`src/rtl/pc_unit.sv`:
```
// pc_unit: program counter with sequential, jump, branch, call and return modes backed by a circular return-address stack
module pc_unit #(
  parameter int                 WIDTH     = 16,
  parameter int                 INC       = 4,
  parameter logic [WIDTH-1:0]   RESET_VEC = '0,
  parameter int                 RAS_DEPTH = 4
) (
  input  logic                         clk,
  input  logic                         rst,
  input  logic                         stall,
  input  logic [2:0]                   sel,
  input  logic [WIDTH-1:0]             jump_addr,
  input  logic [WIDTH-1:0]             offset,
  input  logic                         taken,
  output logic [WIDTH-1:0]             pc,
  output logic [WIDTH-1:0]             pc_next,
  output logic [$clog2(RAS_DEPTH):0]   ras_count,
  output logic                         ras_overflow,
  output logic                         ras_underflow,
  output logic                         illegal
);
  localparam int PW = $clog2(RAS_DEPTH);
  localparam int CW = PW + 1;
  logic [WIDTH-1:0] pc_q, pc_d, seq;
  logic [WIDTH-1:0] ras_q [RAS_DEPTH];
  logic [PW-1:0]    top_q, top_d;
  logic [CW-1:0]    cnt_q, cnt_d;
  logic             ovf_q, ovf_d, unf_q, unf_d, ill_q, ill_d;
  logic             full, empty, is_call, is_ret, push, pop;
  always_comb begin
    seq     = pc_q + WIDTH'(INC);
    full    = cnt_q == CW'(RAS_DEPTH);
    empty   = cnt_q == '0;
    is_call = sel == 3'b011;
    is_ret  = sel == 3'b100;
    pc_next = (sel == 3'b001 || is_call) ? jump_addr :
              (sel == 3'b010 && taken)   ? seq + offset :
              (is_ret && !empty)         ? ras_q[top_q] : seq;
    push    = is_call && !stall;
    pop     = is_ret && !stall && !empty;
    // Pushing when full lands on top+1, which is exactly the oldest slot.
    top_d   = push ? top_q + PW'(1) : pop ? top_q - PW'(1) : top_q;
    cnt_d   = push ? (full ? cnt_q : cnt_q + CW'(1)) : pop ? cnt_q - CW'(1) : cnt_q;
    pc_d    = stall ? pc_q : pc_next;
    ovf_d   = push && full;
    unf_d   = is_ret && !stall && empty;
    ill_d   = sel[2] && (sel[1] || sel[0]) && !stall;
  end
  always_ff @(posedge clk) begin
    if (rst) begin
      pc_q  <= RESET_VEC;
      top_q <= '0;
      cnt_q <= '0;
      ovf_q <= 1'b0;
      unf_q <= 1'b0;
      ill_q <= 1'b0;
    end else begin
      pc_q  <= pc_d;
      top_q <= top_d;
      cnt_q <= cnt_d;
      ovf_q <= ovf_d;
      unf_q <= unf_d;
      ill_q <= ill_d;
    end
  end
  always_ff @(posedge clk) begin
    if (!rst && push) ras_q[top_d] <= seq;
  end
  assign pc            = pc_q;
  assign ras_count     = cnt_q;
  assign ras_overflow  = ovf_q;
  assign ras_underflow = unf_q;
  assign illegal       = ill_q;
endmodule

```
`config.mk`:
```
export PLATFORM = sky130hd
export DESIGN_NAME = pc_unit
export DESIGN_NICKNAME = d
export VERILOG_FILES = /design/src/rtl/pc_unit.sv
export SDC_FILE = /design/constraint.sdc
export NUM_CORES = 1
export LEC_CHECK = 0
export ABC_CLOCK_PERIOD_IN_PS = 4600
export CELL_PAD_IN_SITES_DETAIL_PLACEMENT = 0
export CELL_PAD_IN_SITES_GLOBAL_PLACEMENT = 1
export CORE_MARGIN = 1.5
export CORE_UTILIZATION = 43
export DETAILED_ROUTE_END_ITERATION = 16
export PLACE_DENSITY = 0.85
export RECOVER_POWER = 50
export SYNTH_ARGS = -nofsm -noshare
export SYNTH_HDL_FRONTEND = slang
export SYNTH_SLANG_ARGS = --single-unit
```
`constraint.sdc`:
```
create_clock -name clk -period 4.6 [get_ports clk]
set_input_delay 0.92 -clock clk [delete_from_list [all_inputs] [get_ports clk]]
set_output_delay 0.92 -clock clk [all_outputs]
set_load 0.02 [all_outputs]
```
==> flow_summary.json <==
{
  "fp.coreArea_um2": 11000,
  "synth_top_area_share_pct": 39.2,
  "hold_viol": 0,
  "num_vias": 4027,
  "irDropWorstVdd_mv": 0.205,
  "p_leak_nw": 2.42,
  "routed-wl-met2_mm": 6.72,
  "met3_length_um": 872,
  "clock-sinks": 88,
  "hold_class": "register to register",
  "antenna_cells": 0,
  "cts_hold_buf": 0,
  "synth_common_cells": "64 x edfxtp_1, 54 x nor2_1, 42 x nand2_1",
  "ys_seq_area_share_pct": 49.0,
  "synthCells": 445,
  "placedCellCount": 692,
  "dpl_cell_area_um2": 6150,
  "avgRoutedWirePerCell_um": 19.7,
  "clk_latency_ns": 0.34,
  "grt_max_degree": 22,
  "drive_gt1_share_pct": 19.3,
  "fin_total_pwr_mw": 2.12,
  "yosysMostFrequentCell": "edfxtp_1",
  "async_flop_share_pct": 0,
  "synth-edff-count": 64,
  "boundaryPins": 77,
  "design_area_um2": 6550,
  "final.setup.worst_slack_ns": 0.0484,
  "clk_path_buf_depth": 2,
  "numCtsBuffers": 9,
  "fin_nets": 624,
  "route.detailed.drc": 0,
  "antenna_found_initial": 0,
  "grt.total_usage_pct": 24.7,
  "holdWs_ns": 0.529,
  "syn_avg_cell_area_um2": 11.0,
  "arrival_ns": 3.63,
  "synth-seq-cells": 88,
  "viasPerCell": 5.68,
  "synth_ff_type": "edfxtp_1",
  "fillers": 910,
  "grt_pass1_wl_mm": 21.6,
  "finalCriticalPeriod_ns": 4.55,
  "syn-num-nets": 505,
  "report.final.slew_viol_count": 0,
  "place.gp.congestion": 0.861,
  "period_share_pct": 98.9,
  "start_util_pct": 44.6,
  "yosys.area.top_type": "edfxtp_1",
  "syn2layout_area_growth_pct": 33.5,
  "die_area_um2": 12100,
  "outcome": "finished clean",
  "drtIter0Drc": 308,
  "drt-met1-wl_mm": 6.13,
  "grt_pass1_vias": 3854,
  "dp_hpwl_mm": 10.2,
  "max_clock_freq_mhz": 220,
  "mappedNetlistArea_um2": 4900,
  "netlist_top_cells_area": "edfxtp_1 39%, dfxtp_1 9.8%, mux4_2 7.3%",
  "critical_path_class": "primary input to output pin",
  "power.density_nw_per_um2": 324,
  "rsz0062_at_grt": "true",
  "highest_layer": "met4",
  "ant_nets": 0,
  "port_buffers": 76,
  "relSlewSlack_pct": 33.0,
  "path_clk_slew_ns": 0.07,
  "rows": 38,
  "stdcell_count": 709,
  "cp-end-kind": "output pin",
  "yosys.cell_types.count": 61,
  "die_h_um": 110,
  "die_width_um": 110,
  "postRouteWirelength_mm": 14.0,
  "worstSetupStartpointType": "primary input",
  "finalSetupViolCount": 0,
  "ys_warn_count": 0,
  "worst_pin_slew_ns": 1.00,
  "overflow": 0,
  "pre_cts_ws_ns": -0.398,
  "required_ns": 3.68,
  "cts_root_buffer": "clkbuf_16",
  "drt_pre_antenna_iters": 5,
  "cts_tree": "yes",
  "worst-path-max-fanout": 4,
  "h-tree-depth": 3,
  "maxCapViolations": 0,
  "finalClockSkew_ns": 0.00865
}
## critical path, cell delays in order
cell	delay, ns
clkdlybuf4s50_1	0.46
ha_1	0.20
inv_1	0.07
fa_1	0.41
nor2b_2	0.20
o31ai_4	0.11
buf_4	0.15
a2111oi_4	0.34
buf_4	0.18
or3_1	0.09
nand3_1	0.09
o21ai_0	0.10
clkdlybuf4s15_1	0.33
## layout make-up
type,instances,area (µm²),area share (%)
Clock inverter,5,82.6,1.26
Timing Repair Buffer,129,1180,18.1
Tap cell,140,175,2.68
Inverter,11,41.3,0.631
Multi-Input combinational cell,325,2430,37.1
Clock buffer,11,233,3.56
Sequential cell,88,2400,36.7
## through the flow
| step | TNS, ns | util, % |
|---|---|---|
| final | 0 | 59.6 |
| after global routing | -0.0823 | 59.6 |
| after CTS | 0 | 59.0 |
| after detailed placement | -0.942 | 56.0 |
| after global placement | -0.890 | 56.0 |
| after floorplan | 0 | - |
## placed cells by master, fill, tap and decap left out, types with 6 or more instances in the layout
| cell type | count |
|---|---|
| a21oi_1 | 21 |
| clkbuf_16 | 9 |
| edfxtp_1 | 64 |
| dfxtp_1 | 23 |
| or3_1 | 7 |
| xnor2_1 | 11 |
| a311oi_1 | 6 |
| o21ai_0 | 14 |
| nand4_1 | 6 |
| nor3_1 | 9 |
| inv_1 | 10 |
| clkdlybuf4s50_1 | 70 |
| nor2_1 | 54 |
| buf_4 | 50 |
| mux4_2 | 16 |
| xor2_1 | 8 |
| nand2_1 | 42 |
| ha_1 | 18 |
| o21a_1 | 13 |
| nand3_1 | 12 |
| a31oi_1 | 6 |
## flip-flops by register name (all words and copies together) (netlist names)
register       cells
ras_q             64
pc                16
ras_underflow      1
ras_overflow       1
top_q              2
ras_count          3
illegal            1
## timing repair
item,CTS,global route
gates resized for setup,10,19
endpoints found under the setup margin,7,8
pin swaps,0,2
buffers inserted,0,1
## worst paths after layout
| path | start | end | slack [ns] | cells past startpoint |
|---|---|---|---|---|
| setup / recovery | offset[0] | pc_next[14] | 0.05 | 13 |
| hold / removal | pc[13] | pc[13] | 0.53 | 2 |
| setup reg to reg | pc[3] | pc[10] | 1.62 | 11 |
| hold reg to reg | pc[13] | pc[13] | 0.53 | 2 |
## cell families (layout without fill, tap and decap cells)
family	Yosys count	count (layout)	synth area share (%)
and+or+nand+nor	160	160	15.7
xor gates and xnor gates	20	20	3.57
AOI/OAI and AO/OA	101	101	14.1
muxes	23	23	8.83
DFF	88	88	49.0
adders and majority gates	21	21	5.66
buffers and inverters	32	156	3.19
## power breakdown
group / total, mW / switching (mW) / internal, mW / leakage (nW)
registers: 0.890 / 0.0202 / 0.870 / 0.781
clock network: 0.783 / 0.306 / 0.476 / 0.142
logic: 0.448 / 0.238 / 0.210 / 1.50
total: 2.12 / 0.564 / 1.56 / 2.42
## routing by layer
| layer | track usage (%) | vias up |
|---|---|---|
| met5 | 0 | - |
| met4 | 8.53 | 0 |
| met3 | 3.02 | 17 |
| met2 | 39.0 | 148 |
| met1 | 35.0 | 1939 |
| li1 | - | 1923 |
Note: power is estimated with default switching activity, not from simulation.
